$ cat src/rtl/fb_blit_pkg.sv
// Shared constants for the blitter address generator: CPU register map,
// control/mode bit positions and status byte layout.
package fb_blit_pkg;

    // CPU register addresses
    localparam logic [1:0] REG_YSTART = 2'd0;
    localparam logic [1:0] REG_XSTART = 2'd1;
    localparam logic [1:0] REG_CTRL   = 2'd2;
    localparam logic [1:0] REG_MODE   = 2'd3;

    // REG_CTRL bit positions
    localparam int CTRL_YF     = 7;
    localparam int CTRL_XF     = 6;
    localparam int CTRL_IRQDIS = 5;

    // REG_MODE bit positions
    localparam int MODE_FLIPCNT = 0;
    localparam int MODE_CLAMP   = 1;
    localparam int MODE_FXOR    = 2;

    // Status byte bit positions
    localparam int ST_INT = 7;
    localparam int ST_OVR = 6;

    // Assemble the status/mode readback byte
    function automatic logic [7:0] status_byte(input logic int_v,
                                               input logic ovr_v,
                                               input logic [2:0] mode_v);
        logic [7:0] b;
        b = 8'h00;
        b[ST_INT] = int_v;
        b[ST_OVR] = ovr_v;
        b[2:0]    = mode_v;
        return b;
    endfunction

endpackage

$ cat src/rtl/fb_axis_counter.sv
// Loadable up/down axis counter with optional saturation at the ends of
// its range. Load has priority over step.
module fb_axis_counter #(
    parameter int W = 8
) (
    input  logic         CLK,
    input  logic         nRESET,
    input  logic         load,
    input  logic [W-1:0] load_val,
    input  logic         step,
    input  logic         down,
    input  logic         clamp,
    output logic [W-1:0] value
);

    localparam logic [W-1:0] ONE_C  = W'(1'b1);
    localparam logic [W-1:0] ZERO_C = {W{1'b0}};
    localparam logic [W-1:0] ONES_C = {W{1'b1}};

    logic [W-1:0] cnt_r;
    logic [W-1:0] cnt_nxt_s;

    // Next count: load, else step in the requested direction with wrap or hold
    always_comb begin
        cnt_nxt_s = cnt_r;
        if (load) begin
            cnt_nxt_s = load_val;
        end else if (step) begin
            if (down) begin
                if (clamp && (cnt_r == ZERO_C)) begin
                    cnt_nxt_s = cnt_r;
                end else begin
                    cnt_nxt_s = cnt_r - ONE_C;
                end
            end else begin
                if (clamp && (cnt_r == ONES_C)) begin
                    cnt_nxt_s = cnt_r;
                end else begin
                    cnt_nxt_s = cnt_r + ONE_C;
                end
            end
        end else begin
            cnt_nxt_s = cnt_r;
        end
    end

    // Count register
    always_ff @(posedge CLK or negedge nRESET) begin
        if (!nRESET) begin
            cnt_r <= ZERO_C;
        end else begin
            cnt_r <= cnt_nxt_s;
        end
    end

    assign value = cnt_r;

endmodule

$ cat src/rtl/fb_blit_addr_gen.sv
// Sprite/blit framebuffer address generator: CPU-programmed start position,
// flips and palette; Y-line and X-pixel-pair counters; multiplexed DRAM
// row/column address over a double-buffered {frame, Y, X} map; interrupt
// with overrun flag.
module fb_blit_addr_gen
    import fb_blit_pkg::*;
#(
    parameter int XW   = 7,
    parameter int YW   = 8,
    parameter int PALW = 5,
    parameter int DW   = 8
) (
    input  logic            CLK,
    input  logic            nRESET,
    input  logic            CS,
    input  logic            WR,
    input  logic [1:0]      A,
    input  logic [7:0]      D,
    output logic [7:0]      Q,
    input  logic            LOAD,
    input  logic            LINE_STEP,
    input  logic            PIX_STEP,
    input  logic            BLK,
    input  logic            PHASE,
    input  logic            FRAME,
    output logic [DW-1:0]   DRAM_A,
    output logic            DRAM_OE,
    output logic [PALW-1:0] PAL,
    output logic            PAL_OE,
    output logic            XF,
    output logic            YF,
    output logic            S,
    output logic            PLUSONE,
    output logic            INT,
    input  logic            ACK
);

    generate
        if (1 + YW + XW != 2 * DW) begin : g_bad_dw
            $error("fb_blit_addr_gen: 1+YW+XW must equal 2*DW");
        end
    endgenerate

    logic [7:0]      reg0_r;
    logic [7:0]      reg1_r;
    logic [7:0]      reg2_r;
    logic [2:0]      reg3_r;
    logic [PALW-1:0] pal_r;
    logic            xf_r;
    logic            yf_r;
    logic            half_r;
    logic            int_r;
    logic            ovr_r;
    logic            pal_oe_r;

    logic            wr_en_s;
    logic            ctrl_dis_wr_s;
    logic            irq_set_s;
    logic            irq_clr_s;
    logic            y_step_s;
    logic            x_load_s;
    logic            x_step_s;
    logic [YW-1:0]   y_s;
    logic [XW-1:0]   x_s;
    logic [2*DW-1:0] addr_s;
    logic [7:0]      q_s;

    assign wr_en_s       = CS & WR;
    assign ctrl_dis_wr_s = wr_en_s & (A == REG_CTRL) & D[CTRL_IRQDIS];
    assign irq_set_s     = LOAD & ~reg2_r[CTRL_IRQDIS] & ~ctrl_dis_wr_s;
    assign irq_clr_s     = ACK | ctrl_dis_wr_s;

    // LOAD outranks LINE_STEP, which outranks PIX_STEP
    assign y_step_s = ~LOAD & LINE_STEP;
    assign x_load_s = LOAD | LINE_STEP;
    assign x_step_s = ~LOAD & ~LINE_STEP & PIX_STEP & BLK;

    // CPU-visible register file
    always_ff @(posedge CLK or negedge nRESET) begin
        if (!nRESET) begin
            reg0_r <= 8'h00;
            reg1_r <= 8'h00;
            reg2_r <= 8'h00;
            reg3_r <= 3'b000;
        end else if (wr_en_s) begin
            case (A)
                REG_YSTART: reg0_r <= D;
                REG_XSTART: reg1_r <= D;
                REG_CTRL:   reg2_r <= D;
                REG_MODE:   reg3_r <= D[2:0];
                default:    reg3_r <= reg3_r;
            endcase
        end else begin
            reg0_r <= reg0_r;
        end
    end

    // Per-object latches captured at start of object
    always_ff @(posedge CLK or negedge nRESET) begin
        if (!nRESET) begin
            pal_r  <= {PALW{1'b0}};
            xf_r   <= 1'b0;
            yf_r   <= 1'b0;
            half_r <= 1'b0;
        end else if (LOAD) begin
            pal_r  <= reg2_r[PALW-1:0];
            xf_r   <= reg2_r[CTRL_XF];
            yf_r   <= reg2_r[CTRL_YF];
            half_r <= reg1_r[0];
        end else begin
            pal_r  <= pal_r;
        end
    end

    // Interrupt and overrun: a set on LOAD beats a simultaneous clear
    always_ff @(posedge CLK or negedge nRESET) begin
        if (!nRESET) begin
            int_r <= 1'b0;
            ovr_r <= 1'b0;
        end else if (irq_set_s) begin
            int_r <= 1'b1;
            ovr_r <= int_r & ~irq_clr_s;
        end else if (irq_clr_s) begin
            int_r <= 1'b0;
            ovr_r <= 1'b0;
        end else begin
            int_r <= int_r;
        end
    end

    // Palette bus enable lags blanking by one cycle
    always_ff @(posedge CLK or negedge nRESET) begin
        if (!nRESET) begin
            pal_oe_r <= 1'b0;
        end else begin
            pal_oe_r <= ~BLK;
        end
    end

    fb_axis_counter #(.W(YW)) u_y_cnt (
        .CLK      (CLK),
        .nRESET   (nRESET),
        .load     (LOAD),
        .load_val (reg0_r[YW-1:0]),
        .step     (y_step_s),
        .down     (yf_r & reg3_r[MODE_FLIPCNT]),
        .clamp    (reg3_r[MODE_CLAMP]),
        .value    (y_s)
    );

    fb_axis_counter #(.W(XW)) u_x_cnt (
        .CLK      (CLK),
        .nRESET   (nRESET),
        .load     (x_load_s),
        .load_val (reg1_r[XW:1]),
        .step     (x_step_s),
        .down     (xf_r & reg3_r[MODE_FLIPCNT]),
        .clamp    (reg3_r[MODE_CLAMP]),
        .value    (x_s)
    );

    assign addr_s = {FRAME ^ reg3_r[MODE_FXOR], y_s, x_s};

    // CPU readback mux, side-effect free
    always_comb begin
        q_s = 8'h00;
        case (A)
            REG_YSTART: q_s = reg0_r;
            REG_XSTART: q_s = reg1_r;
            REG_CTRL:   q_s = reg2_r;
            REG_MODE:   q_s = status_byte(int_r, ovr_r, reg3_r);
            default:    q_s = 8'h00;
        endcase
    end

    assign Q       = q_s;
    assign DRAM_A  = PHASE ? addr_s[2*DW-1:DW] : addr_s[DW-1:0];
    assign DRAM_OE = BLK;
    assign PAL     = pal_r;
    assign PAL_OE  = pal_oe_r;
    assign XF      = xf_r;
    assign YF      = yf_r;
    assign S       = half_r ^ xf_r;
    assign PLUSONE = half_r & BLK;
    assign INT     = int_r;

endmodule

$ cat config.mk
export PLATFORM = sky130hd
export DESIGN_NAME = fb_blit_addr_gen
export DESIGN_NICKNAME = d
export VERILOG_FILES = /design/src/rtl/fb_blit_pkg.sv /design/src/rtl/fb_axis_counter.sv /design/src/rtl/fb_blit_addr_gen.sv
export SDC_FILE = /design/constraint.sdc
export NUM_CORES = 1
export LEC_CHECK = 0
export BUFFER_PORTS_ARGS = -buffer_cell sky130_fd_sc_hd__buf_2
export CORE_MARGIN = 1.5
export CORE_UTILIZATION = 59
export CTS_BUF_LIST = sky130_fd_sc_hd__clkbuf_8
export CTS_CLUSTER_DIAMETER = 150
export DETAILED_ROUTE_END_ITERATION = 6
export PLACE_DENSITY = 0.83
export SLEW_MARGIN = 30
export SYNTH_ARGS = -nofsm -noshare
export SYNTH_HDL_FRONTEND = slang
export SYNTH_SLANG_ARGS = --single-unit
$ cat constraint.sdc
create_clock -name CLK -period 2.7 [get_ports CLK]
set_clock_uncertainty 0.05 [all_clocks]
set_input_delay 0.81 -clock CLK [delete_from_list [all_inputs] [get_ports CLK]]
set_output_delay 0.81 -clock CLK [all_outputs]
set_load 0.02 [all_outputs]
==> results.md <==
* Status: finished clean
* Metal2 WL at between 3 and 4 mm
* Final worst-path cycle share at 0.968
* Worst endpoint data arrival time at 1.75 ns
* Drt initial violations at approximately 230
* Seq cells post-synth at 53
* Final Hold Viols at 0
* Cell count after synthesis at 275
* Sw frac at 0.370
* Rows at 25
* Internal Pwr Total at around 1.6 mW
* Leakage at around 1.5 nW
* Via count at roughly 2,400
* H-tree depth at 2
* DR top layer: met4
* Initial antenna violation count at 0
* Peak supply drop at 0.000486 V
* Unrepaired setup endpoints after global routing: false
* Largest net degree at the start of global routing at 54
* YS warnings at 0
* Critical Path End Type: output pin
* Vias in the first global route at around 2,200
* Most used flip-flop cell after synthesis: dfrtp_1
* Post-synthesis net count at around 300
* Mapped Area at 3010 um2
* Placed instance area at between 3000 and 4000 um2
* Clk_lat worst skew at 0.31 ns
* Initial Util at 0.625
* Worst slew pin tran at around 0.7 ns
* Clock power share at 0.200
* DR vias/cell at about 6.2
* R2R Setup Slk at 0.29 ns
* DR DRC count at 0
* Wire per inst at roughly 18 um
* Worst path required time at around 1.8 ns
* Setup Buffers After CTS at 0
* Post-synth EDFFs at 0
* Clock root buffer: clkbuf_8
* Global Route Usage Sum at 0.266
* Layout fillers at 359
* Fin. max-slew vios at 0
* DIE WIDTH at 74.4 um
* Full die area at 5540 um2
* GRT overflow at 0
* Hold crit path type: register to register
* Combinational group share of total power at 0.324
* Post-route cell area at approximately 3400 um2
* Sw power at about 940 uW
* Sequential cell area fraction in the yosys report at 0.440
* Clock buffer depth at 2
* Power Density at roughly 750 nW/um2
* Flop pwr share at 0.477
* CTS tree: done
* GP Congestion at 0.901
* Synth cell types at 58
* Ports at a little under 50
* Max Freq at around 380 MHz
* Clk slew on worst S/H paths at approximately 0.090 ns
* Port Buffers at 48
* Post-layout min period at 2.61 ns
* # nets final at around 340
* Post-CTS Hold Buffers at 0
* Die height at around 74 um
* Synth-to-Final Area Change at 13.0%
* Remaining antenna violation count at 0
* Avg Cell Area, Syn at around 11 um2
* Startpoint Class: input pin
* Post-Route WL at around 6.8 mm
* Core area at just under 5000 um2
* WS Path Type: input pin to output pin
* Final setup viols at 0
* Max Cap Viol at 0
* Diode count at 0
* Worst Path Max Fanout at 9
* CTS Buf Count at 5
* Post-CTS resize count at 0
* Fraction of registers with async set/reset at 1.00
* Layout cell share with drive strength beyond 1 at 0.378
* Wl on met1 at around 3.1 mm
* Final HPWL DP at slightly below 5 mm
* Wire length on met3 at 393 um
* Aggregate negative setup slack at 0 ns
* First drt pass iteration count at 4
* CTS Sinks at between 50 and 60
* Rel. slew slack at 0.542
* Global-route wire length before repair at about 11 mm
[worst max-delay path, cell delays in order]
cell and delay, ns:
buf_2 0.22, mux4_2 0.54, buf_2 0.18
[power by group through the flow]
| stage | Clock, mW | Combinational (mW) | Sequential (mW) |
|---|---|---|---|
| 6_report | 0.507 | 0.823 | 1.21 |
| 5_1_grt | 0.544 | 0.897 | 1.24 |
| 4_1_cts | 0.516 | 0.823 | 1.20 |
| 3_5_place_dp | 0 | 0.817 | 1.22 |
| 3_3_place_gp | 0 | 0.793 | 1.21 |
| 2_1_floorplan | 0 | 0.637 | 1.14 |
[metrics by stage]
step / hold WS, ns / util / std cells / setup WS, ns / total power [mW]
2_1_floorplan: 0.412 / - / 275 / 0.0698 / 1.78
3_3_place_gp: 0.435 / 0.683 / 379 / 0.0936 / 2.00
3_5_place_dp: 0.440 / 0.683 / 379 / 0.0899 / 2.04
4_1_cts: 0.462 / 0.705 / 387 / 0.0899 / 2.54
5_1_grt: 0.487 / 0.707 / 387 / 0.0565 / 2.68
6_report: 0.459 / 0.707 / 387 / 0.0874 / 2.54
[cells in the final DEF (no fill, tap or decap), drive strengths merged, types with 3 or more instances in the layout]
cell type  count
nor3           5
a22o           4
nand2         17
nor2          23
clkbuf         7
or3            5
and2           6
inv            6
dfrtp         53
nor3b          3
a31oi          5
nand3          5
nand2b         3
nand3b         3
mux4           5
nor4          11
buf           53
xnor2          6
a21oi         10
mux2i          5
o21ai         12
mux2          40
[synthesized netlist by cell type, types with 3 or more instances]
cell type / number / area share
dfrtp_1: 53 / 0.44
mux2_2: 40 / 0.15
nor2_1: 23 / 0.029
nand2_1: 16 / 0.020
a21oi_1: 10 / 0.017
nor4_1: 9 / 0.019
o21ai_0: 9 / 0.015
clkbuf_1: 8 / 0.010
xnor2_1: 6 / 0.017
a31oi_1: 5 / 0.010
inv_1: 5 / 0.0062
mux2i_1: 5 / 0.017
mux4_2: 5 / 0.037
nand3_1: 5 / 0.0083
a22o_1: 4 / 0.012
and2_1: 4 / 0.0083
nor3_1: 4 / 0.0066
or3_1: 4 / 0.0083
buf_2: 3 / 0.0050
nand2b_1: 3 / 0.0062
nand3b_1: 3 / 0.0075
nor3b_1: 3 / 0.0075
o21ai_1: 3 / 0.0050
[flip-flops by register name, summed over array words and instances (netlist names)]
name           cells
reg1_r             8
reg0_r             8
PAL                5
u_y_cnt.value      8
half_r             1
INT                1
ovr_r              1
u_x_cnt.value      7
reg3_r             3
PAL_OE             1
XF                 1
YF                 1
reg2_r             8
[cell families (layout without fill, tap and decap cells)]
kind of cell,after synthesis,in the layout,synth area share
and+or+nand+nor,97,97,0.193
DFF,53,53,0.440
muxes,50,50,0.204
AOI/OAI and AO/OA,44,44,0.0980
buffers and inverters,21,66,0.0337
xor gates and xnor gates,8,8,0.0233
adders and majority gates,2,2,0.00831
[worst paths after layout]
check / from / end / depth (start not counted)
worst max-delay path: A[0] / Q[7] / 3
worst min-delay path: PAL[1] / PAL[1] / 1
worst max register to register: reg3_r[0] / u_y_cnt.value[2] / 8
worst min register to register: PAL[1] / PAL[1] / 1
max in group asynchronous: nRESET / u_x_cnt.value[3] / 2
min in group asynchronous: nRESET / u_y_cnt.value[7] / 2
[routing by layer]
layer	vias up	global-route usage
met4	0	0.0586
met1	1192	0.403
met3	7	0.0501
met2	76	0.403
li1	1106	-
met5	-	0
[layout make-up]
| type | count | area, um2 | share of cell area |
|---|---|---|---|
| Inverter | 5 | 18.8 | 0.00551 |
| Multi-Input combinational cell | 201 | 1590 | 0.468 |
| Clock buffer | 7 | 96.3 | 0.0283 |
| Timing Repair Buffer | 53 | 278 | 0.0816 |
| Sequential cell | 53 | 1330 | 0.390 |
| Tap cell | 67 | 83.8 | 0.0246 |
| Clock inverter | 1 | 8.76 | 0.00257 |
Note: power is estimated with default switching activity, not from simulation.
